$ cat config.mk
export PLATFORM = sky130hd
export DESIGN_NAME = ioc_bus_arbiter
export DESIGN_NICKNAME = d
export VERILOG_FILES = /design/src/rtl/ioc_bus_arbiter.sv
export SDC_FILE = /design/constraint.sdc
export NUM_CORES = 1
export LEC_CHECK = 0
export CAP_MARGIN = 20
export CORE_ASPECT_RATIO = 1.1
export CORE_UTILIZATION = 35
export CTS_BUF_LIST = sky130_fd_sc_hd__clkbuf_8
export DETAILED_ROUTE_END_ITERATION = 8
export PLACE_DENSITY_LB_ADDON = 0.05
export SYNTH_ARGS = -nofsm -noshare
export SYNTH_HDL_FRONTEND = slang
export SYNTH_SLANG_ARGS = --single-unit
$ cat constraint.sdc
create_clock -name i_sys_clk -period 2 [get_ports i_sys_clk]
set_clock_uncertainty 0.2 [all_clocks]
set_input_delay 0.3 -clock i_sys_clk [delete_from_list [all_inputs] [get_ports i_sys_clk]]
set_output_delay 0.3 -clock i_sys_clk [all_outputs]
set_load 0.005 [all_outputs]
$ cat src/rtl/ioc_bus_arbiter.sv
// rtl/ioc_bus_arbiter.sv - two-requester round-robin arbiter and cycle sequencer for the IOC register bus
// Build option: IOC_ARB_FIXED_PRIO_EN gives requester 0 strict priority instead of round-robin.
module ioc_bus_arbiter #(
    parameter int NUM_MODULES  = 4,
    parameter int READ_LATENCY = 1
) (
    input  logic                     i_sys_clk,
    input  logic                     i_rst_b,
    input  logic                     i_req0_valid,
    output logic                     o_req0_ready,
    input  logic                     i_req0_write,
    input  logic [7:0]               i_req0_addr,
    input  logic [7:0]               i_req0_wdata,
    output logic                     o_rsp0_valid,
    output logic [7:0]               o_rsp0_rdata,
    output logic                     o_rsp0_err,
    input  logic                     i_req1_valid,
    output logic                     o_req1_ready,
    input  logic                     i_req1_write,
    input  logic [7:0]               i_req1_addr,
    input  logic [7:0]               i_req1_wdata,
    output logic                     o_rsp1_valid,
    output logic [7:0]               o_rsp1_rdata,
    output logic                     o_rsp1_err,
    output logic [4:0]               o_ioc,
    output logic [7:0]               o_data_out,
    output logic [NUM_MODULES-1:0]   o_cs,
    output logic                     o_fetch_cmd,
    output logic                     o_load_cmd,
    input  logic [8*NUM_MODULES-1:0] i_mod_rdata,
    output logic                     o_busy
);

    typedef enum logic [1:0] {S_IDLE, S_ISSUE, S_WAIT, S_RESP} state_t;

    localparam logic [2:0] LAT_LAST = 3'(READ_LATENCY - 1);

    state_t                 state, state_nxt;
    logic                   grant;
    logic                   accept;
    logic                   req_write;
    logic [7:0]             req_addr;
    logic [7:0]             req_wdata;
    logic [NUM_MODULES-1:0] req_cs;
    logic                   wr_q;
    logic                   id_q;
    logic [7:0]             addr_q;
    logic [2:0]             cnt;
    logic                   mod_ok;
    logic [7:0]             mod_rd;

`ifdef IOC_ARB_FIXED_PRIO_EN
    always_comb begin
        grant = i_req1_valid && !i_req0_valid;
    end
`else
    logic last_grant;

    // With nobody requesting, point at the round-robin favourite so its ready is already up.
    always_comb begin
        if (i_req0_valid && i_req1_valid) grant = ~last_grant;
        else if (i_req0_valid)            grant = 1'b0;
        else if (i_req1_valid)            grant = 1'b1;
        else                              grant = ~last_grant;
    end

    always_ff @(posedge i_sys_clk or negedge i_rst_b) begin
        if (!i_rst_b)    last_grant <= 1'b1;
        else if (accept) last_grant <= grant;
    end
`endif

    assign o_req0_ready = (state == S_IDLE) && !grant;
    assign o_req1_ready = (state == S_IDLE) && grant;
    assign accept       = (state == S_IDLE) && (grant ? i_req1_valid : i_req0_valid);
    assign req_write    = grant ? i_req1_write : i_req0_write;
    assign req_addr     = grant ? i_req1_addr  : i_req0_addr;
    assign req_wdata    = grant ? i_req1_wdata : i_req0_wdata;
    assign mod_ok       = int'(addr_q[7:5]) < NUM_MODULES;

    // An out-of-range module index decodes to an all-zero select, which also suppresses the strobes.
    always_comb begin
        req_cs = '0;
        for (int k = 0; k < NUM_MODULES; k++) req_cs[k] = (req_addr[7:5] == 3'(k));
    end

    always_comb begin
        mod_rd = 8'h00;
        for (int k = 0; k < NUM_MODULES; k++)
            if (addr_q[7:5] == 3'(k)) mod_rd = i_mod_rdata[8*k +: 8];
    end

    always_ff @(posedge i_sys_clk or negedge i_rst_b) begin
        if (!i_rst_b) state <= S_IDLE;
        else          state <= state_nxt;
    end

    always_comb begin
        state_nxt = state;
        case (state)
            S_IDLE:  if (accept) state_nxt = S_ISSUE;
            S_ISSUE: state_nxt = wr_q ? S_RESP : S_WAIT;
            S_WAIT:  if (cnt == LAT_LAST) state_nxt = S_RESP;
            S_RESP:  state_nxt = S_IDLE;
            default: state_nxt = S_IDLE;
        endcase
    end

    // Outputs are registered from the next state so they line up with the state they describe.
    always_ff @(posedge i_sys_clk or negedge i_rst_b) begin
        if (!i_rst_b) begin
            wr_q         <= 1'b0;
            id_q         <= 1'b0;
            addr_q       <= 8'h00;
            cnt          <= 3'd0;
            o_ioc        <= 5'd0;
            o_data_out   <= 8'h00;
            o_cs         <= '0;
            o_fetch_cmd  <= 1'b0;
            o_load_cmd   <= 1'b0;
            o_busy       <= 1'b0;
            o_rsp0_valid <= 1'b0;
            o_rsp0_rdata <= 8'h00;
            o_rsp0_err   <= 1'b0;
            o_rsp1_valid <= 1'b0;
            o_rsp1_rdata <= 8'h00;
            o_rsp1_err   <= 1'b0;
        end else begin
            o_busy      <= (state_nxt != S_IDLE);
            o_cs        <= '0;
            o_fetch_cmd <= 1'b0;
            o_load_cmd  <= 1'b0;
            if (accept) begin
                wr_q        <= req_write;
                id_q        <= grant;
                addr_q      <= req_addr;
                o_ioc       <= req_addr[4:0];
                o_data_out  <= req_wdata;
                o_cs        <= req_cs;
                o_fetch_cmd <= !req_write && (|req_cs);
                o_load_cmd  <= req_write && (|req_cs);
            end
            if (state == S_ISSUE) cnt <= 3'd0;
            else if (state == S_WAIT) cnt <= cnt + 3'd1;
            if (state_nxt == S_RESP) begin
                o_rsp0_valid <= !id_q;
                o_rsp1_valid <= id_q;
                o_rsp0_rdata <= (!id_q && !wr_q && mod_ok) ? mod_rd : 8'h00;
                o_rsp1_rdata <= (id_q && !wr_q && mod_ok) ? mod_rd : 8'h00;
                o_rsp0_err   <= !id_q && !mod_ok;
                o_rsp1_err   <= id_q && !mod_ok;
            end else begin
                o_rsp0_valid <= 1'b0;
                o_rsp1_valid <= 1'b0;
                o_rsp0_rdata <= 8'h00;
                o_rsp1_rdata <= 8'h00;
                o_rsp0_err   <= 1'b0;
                o_rsp1_err   <= 1'b0;
            end
        end
    end

endmodule

Word-level counts from Yosys, hierarchy flattened:

Index checks and enable logic that the tools add are counted.

* register bits after elaboration: 56
* bits of input ports: 70
* output and inout port bits: 42
* word-level logic and storage cells: 83

* $add $sub $neg: 1
* $lt $le $gt $ge: 1
* eq/ne operators: 10
* muxes and demuxes: 28
* bitwise operators: 1
* reductions and logical operators: 24

Operators with widths (count)
* two-way mux 8 bit: 10
* == test 3 x 2 -> 1 bit (second input constant): 4
* logical AND 1 bit: 12
* two-way mux 1 bit: 12
* zero test 3 bit: 3
* case mux 2 bit (4 select lines): 1
* == test 2 bit (second input constant): 3
* == test 3 x 1 -> 1 bit (second input constant): 2
* two-way mux 3 bit: 2
* zero test 1 bit: 5
* two-way mux 2 bit: 2
* two-way mux 4 bit: 1
* nonzero test 2 bit: 2
* OR reduction 4 bit: 1
* adder 3 x 1 -> 3 bit (second input constant): 1
* < comparator 3 bit (second input constant): 1
* == test 2 x 1 -> 1 bit (second input constant): 1
* zero test 2 bit: 1
* inverter 1 bit: 1

Logic depth before layout (Yosys ltp):

Gate-level depths: netlist (run 1).

* depth after elaboration: 10
* gate-level depth with buffers: 8
* gate-level depth less buffers: 6

Worst setup path after synthesis (run 1):

Ideal clock, no wire load.

* kind: flip-flop to output port
* from: register last_grant
* to: output o_req1_ready
* arrival time: 1327 ps
* required time: 1500 ps
* slack: 173 ps
* cell stages (with the launch flop): 6
* path buffers: 2
* cells stage by stage: dfstp_2 -> and2b_4 -> o21bai_4 -> buf_6 -> buf_4 -> and2_1

* cells in the longest elaborated chain, start to end: 5

RTL lines
* start: declaration: RTL line 57 `logic last_grant;`
* start signal: assignment: RTL line 69 `else if (accept) last_grant <= grant;`
* inverter 1 bit *: RTL line 61, 64
* two-way mux 1 bit: RTL line 63 `else if (i_req1_valid) grant = 1'b1;`
* two-way mux 1 bit: RTL line 62 `else if (i_req0_valid) grant = 1'b0;`
* two-way mux 1 bit *: RTL line 61 `if (i_req0_valid && i_req1_valid) grant = ~last_grant;`
* logical AND 1 bit *: RTL line 74 `assign o_req1_ready = (state == S_IDLE) && grant;`
* end: declaration: RTL line 18 `output logic o_req1_ready,`

Mark *: on every way between the ends. The rest lies on a longest branch, timed or not.

Final worst setup path (run 1):

Ends and elaborated chain as after synthesis.

==> impl_metrics.env, run 1 <==
export IMPL_status="finished clean"
export IMPL_p_int_uw=2810
export IMPL_crit_buf_inv=1
export IMPL_clock_sinks=51
export IMPL_drt_first_pass_iters=4
export IMPL_combPwrFrac=0.486
export IMPL_ant_nets=0
export IMPL_syn2layout_area_growth_pct=59.5
export IMPL_grt_overflow_total=0
export IMPL_hold_viol=0
export IMPL_cp_required_ns=1.50
export IMPL_dieArea_sq_mm=0.00695
export IMPL_grt_start_max_net_pins=26
export IMPL_path_cells="and2b_4, o21bai_4, and2_4, buf_6"
export IMPL_slew_viol_final=0
export IMPL_rsz0062_at_grt="yes"
export IMPL_end_kind="output pin"
export IMPL_mostFrequentLayoutCell="clkdlybuf4s50_1"
export IMPL_initial_utilization=0.370
export IMPL_drive_above_1_share=0.133
export IMPL_dr_total_vias=1969
export IMPL_post_cts_repair_setup_buffers=0
export IMPL_cpPeakStageDelay_ns=0.54
export IMPL_p_leak_uw=0.00159
export IMPL_hp_class="flip-flop to flip-flop"
export IMPL_antennaDiodeCount=0
export IMPL_path_class="flip-flop to output pin"
export IMPL_antenna_found_initial=0
export IMPL_nFillCells=591
export IMPL_synth_area_per_cell_sq_um=11.1
export IMPL_insertion_delay_ns=0.30
export IMPL_period_share=0.985
export IMPL_drt_wirelength_per_cell_microns=14.2
export IMPL_postSynthCellCount=208
export IMPL_route_detailed_drc=0
export IMPL_fin_nets=404
export IMPL_num_rows=30
export IMPL_tightest_slew_ns=0.557
export IMPL_synth_warnings=0
export IMPL_die_w_microns=79.6
export IMPL_gp_congestion=0.736
export IMPL_start_kind="flip-flop"
export IMPL_yosys_top_cells_area="dfrtp_1 (54%), mux4_2 (7.8%), nand2_1 (4.9%), a22oi_1 (4.2%), o21ai_1 (3.9%)"
export IMPL_cp_max_fo=4
export IMPL_yosysTopAreaCellShare=0.540
export IMPL_synthDistinctLibCells=36
export IMPL_syn_area_sq_mm=0.00232
export IMPL_crit_family="flip-flops"
export IMPL_mostFrequentLayoutCells="clkdlybuf4s50_1 (108), dfrtp_1 (50), nand2_1 (30), nor2_1 (24), o21ai_1 (17)"
export IMPL_ys_ff_latch=51
export IMPL_portBuffers=111
export IMPL_core_sq_mm=0.00627
export IMPL_setup_viol=0
export IMPL_die_h_microns=87.4
export IMPL_clkPwrFrac=0.152
export IMPL_vdd_drop_max_v=0.000605
export IMPL_seq_area_frac_synth=0.551
export IMPL_power_uw=4250
export IMPL_clock_path_buffers=2
export IMPL_dp_cells=401
export IMPL_grt_pass1_wl_microns=9670
export IMPL_cts_root_buf="clkbuf_8"
export IMPL_relSlewSlack=0.629
export IMPL_grt_usage=0.184
export IMPL_synth_top_area_cell="dfrtp_1"
export IMPL_worst_endpoint_arrival_ns=1.47
export IMPL_p_per_area_mw_per_mm2=1150
export IMPL_clk_pin_slew_ns=0.09
export IMPL_tritoncts="done"
export IMPL_switching_power_uw=1440
export IMPL_pin_count=112
export IMPL_fin_crit_ns=1.97
export IMPL_fin_cells=410
export IMPL_drt_first_iter_violations=44
export IMPL_grt_pass1_vias=2040
export IMPL_switching_share=0.339
export IMPL_dp_hpwl_microns=4530
export IMPL_ctsHtreeMaxLevel=2
export IMPL_cp_slowest_cell="dfstp_2"
export IMPL_seqPwrFrac=0.362
export IMPL_maxCapViolCount=0
export IMPL_clock_fmax_mhz=508
export IMPL_routed_via_density=4.80
export IMPL_mappedNetlistNets=283
export IMPL_final_core_util=0.590
export IMPL_wl_microns=5840
export IMPL_cts_buffers=5
==> area by class of cell <==
cell class | instances | area (sq um) | share of cell area
sequential | 51 | 1280 | 0.346
timing repair buffer | 128 | 1260 | 0.340
multi-input combinational | 136 | 932 | 0.252
tap | 80 | 100 | 0.0271
clock buffer | 7 | 96.3 | 0.0261
inverter | 7 | 26.3 | 0.00711
clock inverter | 1 | 7.51 | 0.00203
==> cell usage after synthesis, drive strengths merged <==
master,number
a22o,1
mux2,1
nor3,5
or2,1
clkinv,1
o21bai,1
dfstp,1
and2,2
nor4bb,1
nand2,30
clkbuf,2
inv,6
and2b,2
a32oi,1
nor2,24
nor4b,1
dfrtp,50
a211oi,1
o21ai,22
nand3,4
nor2b,3
a22oi,13
a21oi,2
and3,1
mux2i,4
nor3b,1
mux4,8
a21boi,1
nand2b,1
ha,5
buf,12
==> power groups by stage <==
| stage | Sequential (uW) | Clock, uW | Combinational (uW) |
|---|---|---|---|
| after floorplan | 1500 | 0 | 1220 |
| after global placement | 1550 | 0 | 2060 |
| final | 1540 | 646 | 2060 |
| after CTS | 1550 | 657 | 2090 |
| after global routing | 1590 | 713 | 2310 |
| after detailed placement | 1560 | 0 | 2100 |
==> worst reg2reg max path: cells and delay by family, from the launching register on <==
kind                   cells  cell delay (ns)
flip-flops                 1             0.54
AND/OR/NAND/NOR            2             0.36
multiplexers               1             0.32
buffers and inverters      1             0.21
AO/OA/AOI/OAI              1             0.17
==> repair_timing <==
action / 4_1_cts / 5_1_grt
gates resized for setup: 8 / 2
endpoints found under the hold margin: 22 / 0
endpoints found under the setup margin: 2 / 1
hold buffers: 1 / 0
==> logic make-up after synthesis <==
family	count (synthesis)	synth area share
AOI/OAI and AO/OA	42	0.119
adders and majority gates	5	0.0270
buffers and inverters	21	0.0496
DFF	51	0.551
muxes	13	0.101
and+or+nand+nor	76	0.152
==> path summary, 6_finish.rpt <==
check | start | to | slack, ns | depth (start not counted)
setup / recovery | last_grant | o_req1_ready | 0.03 | 4
hold / removal | cnt[2] | cnt[2] | 0.30 | 1
setup reg to reg | last_grant | o_cs[2] | 0.12 | 5
hold reg to reg | cnt[2] | cnt[2] | 0.30 | 1
max in group asynchronous | i_rst_b | last_grant | 0.70 | 3
min in group asynchronous | i_rst_b | o_load_cmd | 0.31 | 2
==> layer usage <==
layer  vias to the layer above  wire length [microns]  GRT usage
met5                         -                      0          0
met4                         0                     42     0.0446
met3                         4                    389     0.0482
met2                        75                   2940      0.312
met1                       938                   2460      0.232
li1                        952                      -          -
==> registers in the layout, summed over array words and instances (netlist names) <==
| name | flops |
|---|---|
| id_q | 1 |
| state | 2 |
| cnt | 3 |
| o_rsp1_err | 1 |
| last_grant | 1 |
| o_rsp0_err | 1 |
| o_load_cmd | 1 |
| o_rsp0_valid | 1 |
| addr_q | 4 |
| o_cs | 4 |
| o_rsp1_rdata | 8 |
| o_rsp1_valid | 1 |
| wr_q | 1 |
| o_ioc | 4 |
| o_data_out | 8 |
| o_busy | 1 |
| o_fetch_cmd | 1 |
| o_rsp0_rdata | 8 |
==> through the flow <==
| stage | setup slack, ns | setup TNS [ns] | instance area (sq um) | hold slack [ns] |
|---|---|---|---|---|
| floorplan | 0.173 | 0 | 2320 | -0.196 |
| global placement | -0.238 | -1.51 | 3580 | 0.110 |
| detailed placement | -0.250 | -1.78 | 3580 | 0.111 |
| CTS | 0.00491 | 0 | 3690 | 0.296 |
| global route | -0.0179 | -0.0179 | 3700 | 0.341 |
| finish | 0.0307 | 0 | 3700 | 0.297 |
Power figures use the tool's default switching activity.
==> run 2: changes to the inputs <==
ABC_CLOCK_PERIOD_IN_PS = 2000   (was default)
CORE_MARGIN = 1.5   (was default)
SETUP_SLACK_MARGIN = 0.05   (was default)
==> run 2 against run 1 <==
Net effect:
- setup slack got worse by 0.0056 ns
- core utilization is 0.60 points higher
- final cell count decreased by 0.24%
- die area is 2.4% higher
- routed wire length shrank 1.5%
- sequential share of layout area fell by 0.35 points
- cell area rose by 1.0%
- critical path type unchanged
- highest routed layer unchanged
- critical path depth unchanged
==> impl_metrics.env, run 2 (synthesis gave the netlist of run 1 again) <==
export IMPL_start_kind="flip-flop"
export IMPL_ctsHtreeMaxLevel=2
export IMPL_die_w_microns=80.6
export IMPL_insertion_delay_ns=0.30
export IMPL_maxCapViolCount=0
export IMPL_setup_worst_path_start="last_grant"
export IMPL_p_per_area_mw_per_mm2=1170
export IMPL_largestRegisters="o_data_out: 8 flops, o_rsp0_rdata: 8 flops, o_rsp1_rdata: 8 flops"
export IMPL_r2r_slack_ns=0.11
export IMPL_place_area_sq_mm=0.00357
export IMPL_drive_above_1_share=0.140
export IMPL_fin_nets=403
export IMPL_dp_hpwl_microns=4290
export IMPL_dr_total_vias=1940
export IMPL_grt_usage=0.170
export IMPL_reg2regPathDepth=5
export IMPL_hp_class="flip-flop to flip-flop"
export IMPL_mostFrequentLayoutCells="clkdlybuf4s50_1 (108), dfrtp_1 (50), nand2_1 (30), nor2_1 (24), o21ai_1 (17)"
export IMPL_wl_microns=5750
export IMPL_cp_required_ns=1.50
export IMPL_num_rows=30
export IMPL_end_kind="output pin"
export IMPL_tns_ns=0
export IMPL_clk_pin_slew_ns=0.09
export IMPL_fin_crit_ns=1.97
export IMPL_status="finished clean"
export IMPL_grt_pass1_vias=2035
export IMPL_cp_slowest_cell="dfstp_2"
export IMPL_r2r_start="last_grant"
export IMPL_hold_slack_ns=0.280
export IMPL_cp_num_cells=4
export IMPL_grt_overflow_total=0
export IMPL_grt_start_max_net_pins=52
export IMPL_regToRegEndpoint="o_cs[0]"
export IMPL_path_cells="and2b_4, o21bai_4, and2_4, buf_6"
export IMPL_clock_fmax_mhz=506
export IMPL_syn2layout_area_growth_pct=61.1
export IMPL_core_sq_mm=0.00627
export IMPL_cts_root_buf="clkbuf_8"
export IMPL_ant_nets=0
export IMPL_clock_sinks=51
export IMPL_gp_congestion=0.782
export IMPL_mostFrequentLayoutCell="clkdlybuf4s50_1"
export IMPL_crit_family="flip-flops"
export IMPL_dieArea_sq_mm=0.00712
export IMPL_cts_buffers=5
export IMPL_drt_wirelength_per_cell_microns=14.1
export IMPL_dp_slack_ns=-0.234
export IMPL_cp_max_fo=4
export IMPL_die_h_microns=88.4
export IMPL_cpPeakStageDelay_ns=0.55
export IMPL_antennaDiodeCount=0
export IMPL_initial_utilization=0.370
export IMPL_drt_first_iter_violations=61
export IMPL_clock_path_buffers=2
export IMPL_period_share=0.987
export IMPL_vdd_drop_max_v=0.000537
export IMPL_slew_viol_final=0
export IMPL_endpoint="o_req1_ready"
export IMPL_path_class="flip-flop to output pin"
export IMPL_grt_pass1_wl_microns=9300
export IMPL_tritoncts="done"
export IMPL_portBuffers=111
export IMPL_hold_viol=0
export IMPL_p_leak_uw=0.00160
export IMPL_crit_buf_inv=1
export IMPL_drt_first_pass_iters=4
export IMPL_rsz0062_at_grt="yes"
export IMPL_antenna_found_initial=0
export IMPL_route_detailed_drc=0
export IMPL_relSlewSlack=0.667
export IMPL_worst_endpoint_arrival_ns=1.47
export IMPL_final_cell_area_sq_mm=0.00373
export IMPL_pin_count=112
export IMPL_fin_ws_ns=0.0250
export IMPL_tightest_slew_ns=0.492
export IMPL_routed_via_density=4.74
export IMPL_setup_viol=0
## run 2: report_power, final
part	internal (uW)	switching, uW	total (uW)
combinational	1170	944	2110
clock	405	326	731
sequential	1340	204	1540
## run 2: how the worst min path moves through the flow
stage                   startpoint        end  slack, ns  cells past startpoint
detailed placement         i_rst_b     cnt[0]       0.11                      2
global placement           i_rst_b     cnt[2]       0.11                      2
global route        i_req1_addr[0]   o_ioc[0]       0.34                      3
CTS                         cnt[2]     cnt[2]       0.29                      1
finish                      cnt[2]     cnt[2]       0.28                      1
floorplan                  i_rst_b  addr_q[4]      -0.20                      0
## run 2: through the flow
step,total power (uW),instances,utilization
CTS,4370,408,0.590
global route,4710,409,0.596
finish,4390,409,0.596
detailed placement,3620,399,0.569
global placement,3600,399,0.569
floorplan,2720,208,-
## run 2: cell type report
class | instances | area, sq um
Clock inverter | 2 | 35.0
Multi-Input combinational cell | 136 | 963
Clock buffer | 6 | 82.6
Timing Repair Buffer | 127 | 1250
Tap cell | 80 | 100
Fill cell | 565 | 2530
Sequential cell | 51 | 1280
Inverter | 7 | 26.3
## run 2: worst register-to-register path: cells and delay by family, from the launching register on
kind                   cells  cell delay, ns
AOI/OAI and AO/OA          1            0.18
DFF                        1            0.55
and+or+nand+nor            2            0.36
muxes                      1            0.32
buffers and inverters      1            0.21
## run 2: timing repair
action	in CTS	in global routing
endpoints found under the hold margin	50	0
cloned	0	0
endpoints found under the setup margin	2	17
gates resized for setup	10	5
buffers inserted	0	1
hold buffers	1	0
## run 2: layer usage
| layer | track usage | routed length, microns |
|---|---|---|
| met1 | 0.195 | 2290 |
| met2 | 0.315 | 2940 |
| met3 | 0.0433 | 470 |
| met4 | 0.0423 | 51 |
| met5 | 0 | 0 |
==> run 3: changes to the inputs <==
ABC_CLOCK_PERIOD_IN_PS = 2100   (was 2000)
CTS_BUF_LIST = default   (was sky130_fd_sc_hd__clkbuf_8)
SLEW_MARGIN = 20   (was default)
clock period = 2.1 ns   (was 2 ns; I/O delays follow)
==> run 3 against run 2 <==
Net effect:
- non-clock buffer count down 1
- die area unchanged
- highest routed layer unchanged
- routed wire length down 2.1%
- combinational power down 8%
- worst hold slack better by 0.0084 ns
- via count up 1.2%
- register-to-register slack better by 0.10 ns
- largest power group unchanged
- critical path depth unchanged
==> impl_metrics.env, run 3 (synthesis gave the netlist of run 1 again) <==
export IMPL_status="finished clean"
export IMPL_grt_overflow_total=0
export IMPL_cts_buffers=5
export IMPL_wl_microns=5630
export IMPL_place_area_sq_mm=0.00356
export IMPL_multiInputGateArea_sq_um=932
export IMPL_ant_nets=0
export IMPL_ctsHtreeMaxLevel=2
export IMPL_tightest_slew_ns=0.584
export IMPL_fin_crit_ns=1.98
export IMPL_path_class="flip-flop to output pin"
export IMPL_p_per_area_mw_per_mm2=1110
export IMPL_initial_utilization=0.370
export IMPL_die_h_microns=88.4
export IMPL_seqCellArea_sq_mm=0.00128
export IMPL_drt_wirelength_per_cell_microns=13.8
export IMPL_cp_slowest_cell="dfstp_2"
export IMPL_path_cells="and2b_4, o21bai_4, and2_4, buf_2"
export IMPL_mostFrequentLayoutCells="clkdlybuf4s50_1 (108), dfrtp_1 (50), nand2_1 (30), nor2_1 (24), o21ai_1 (17)"
export IMPL_pin_count=112
export IMPL_routed_via_density=4.81
export IMPL_period_share=0.944
export IMPL_cp_required_ns=1.58
export IMPL_num_rows=30
export IMPL_grt_usage=0.172
export IMPL_grt_start_max_net_pins=29
export IMPL_fin_cells=408
export IMPL_nFillCells=554
export IMPL_fin_nets=402
export IMPL_dieArea_sq_mm=0.00712
export IMPL_insertion_delay_ns=0.29
export IMPL_clk_pin_slew_ns=0.09
export IMPL_route_detailed_drc=0
export IMPL_dp_slack_ns=-0.170
export IMPL_drive_above_1_share=0.128
export IMPL_setup_viol=0
export IMPL_dp_cells=398
export IMPL_gp_congestion=0.742
export IMPL_slew_viol_final=0
export IMPL_drt_first_pass_iters=4
export IMPL_vdd_drop_max_v=0.000617
export IMPL_portBuffers=111
export IMPL_end_kind="output pin"
export IMPL_grt_pass1_vias=2103
export IMPL_hold_viol=0
export IMPL_fin_ws_ns=0.118
export IMPL_rsz0062_at_grt="no"
export IMPL_relSlewSlack=0.611
export IMPL_core_sq_mm=0.00627
export IMPL_drt_first_iter_violations=65
export IMPL_p_leak_uw=0.00159
export IMPL_cpPeakStageDelay_ns=0.54
export IMPL_maxCapViolCount=0
export IMPL_grt_pass1_wl_microns=9350
export IMPL_clock_path_buffers=2
export IMPL_start_kind="flip-flop"
export IMPL_final_cell_area_sq_mm=0.00369
export IMPL_cp_max_fo=4
export IMPL_tritoncts="done"
export IMPL_antennaDiodeCount=0
export IMPL_clock_fmax_mhz=505
export IMPL_antenna_found_initial=0
export IMPL_cts_root_buf="clkbuf_8"
export IMPL_die_w_microns=80.6
export IMPL_dr_total_vias=1964
export IMPL_largestRegisters="o_data_out: 8 flops, o_rsp0_rdata: 8 flops, o_rsp1_rdata: 8 flops"
export IMPL_crit_family="flip-flops"
export IMPL_syn2layout_area_growth_pct=59.1
export IMPL_mostFrequentLayoutCell="clkdlybuf4s50_1"
export IMPL_dp_hpwl_microns=4370
export IMPL_hp_class="flip-flop to flip-flop"
export IMPL_worst_endpoint_arrival_ns=1.47
export IMPL_crit_buf_inv=1
export IMPL_clock_sinks=51
-- run 3: cell types whose count changed in the layout (fill, tap and decap cells not counted) --
cell / previous run / this run
buf_6: 1 / 0
buf_4: 13 / 12
nor4b_2: 1 / 0
nand3_1: 1 / 2
nand3_4: 2 / 0
nor3_1: 4 / 5
nand3_2: 1 / 2
nor3_2: 1 / 0
nor4b_1: 0 / 1
clkbuf_2: 0 / 1
-- run 3: per-layer routing --
layer | track usage | part of all wire | up-vias
met3 | 0.0557 | 0.091 | 8
met5 | 0 | 0 | -
li1 | - | - | 949
met2 | 0.314 | 0.51 | 78
met1 | 0.194 | 0.38 | 929
met4 | 0.0423 | 0.012 | 0
-- run 3: worst register-to-register path, cell delays in order (launching register included) --
cell and delay [ns]:
dfrtp_1 0.37, inv_1 0.09, ha_1 0.39, nor4bb_1 0.37, nand3_2 0.24, nor2_1 0.16
-- run 3: area by class of cell --
| cell class | count | area share |
|---|---|---|
| inverter | 7 | 0.00712 |
| multi-input combinational | 136 | 0.253 |
| sequential | 51 | 0.346 |
| tap | 80 | 0.0271 |
| clock inverter | 2 | 0.00949 |
| clock buffer | 6 | 0.0224 |
| timing repair buffer | 126 | 0.335 |
-- run 3: what timing repair did --
action | CTS | global route
hold endpoints to repair | 22 | 0
setup buffers | 1 | 0
resized for setup | 5 | 3
hold buffers | 1 | 0
endpoints found under the setup margin | 2 | 2
-- run 3: path summary, 6_finish.rpt --
path	slack, ns	cells past startpoint	startpoint	endpoint
min in group asynchronous	0.35	2	i_rst_b	o_data_out[2]
max in group asynchronous	0.82	3	i_rst_b	o_rsp1_rdata[7]
setup reg to reg	0.21	5	state[0]	o_rsp1_rdata[4]
setup / recovery	0.12	4	last_grant	o_req1_ready
hold reg to reg	0.29	1	cnt[2]	cnt[2]
hold / removal	0.29	1	cnt[2]	cnt[2]
-- run 3: per-stage QoR --
stage / power (uW) / util / TNS (ns) / hold WS, ns
after floorplan: 2590 / - / 0 / -0.181
after global placement: 3420 / 0.568 / -0.466 / 0.159
after detailed placement: 3430 / 0.568 / -0.482 / 0.160
after CTS: 4150 / 0.589 / 0 / 0.288
after global routing: 4430 / 0.589 / 0 / 0.344
final: 4100 / 0.589 / 0 / 0.289
-- run 3: report_power, final --
group	switching (uW)	internal [uW]	leakage (uW)	total, uW
combinational	858	1080	0.000863	1940
clock	311	386	0.0000612	696
sequential	190	1270	0.000664	1460
total	1360	2740	0.00159	4100
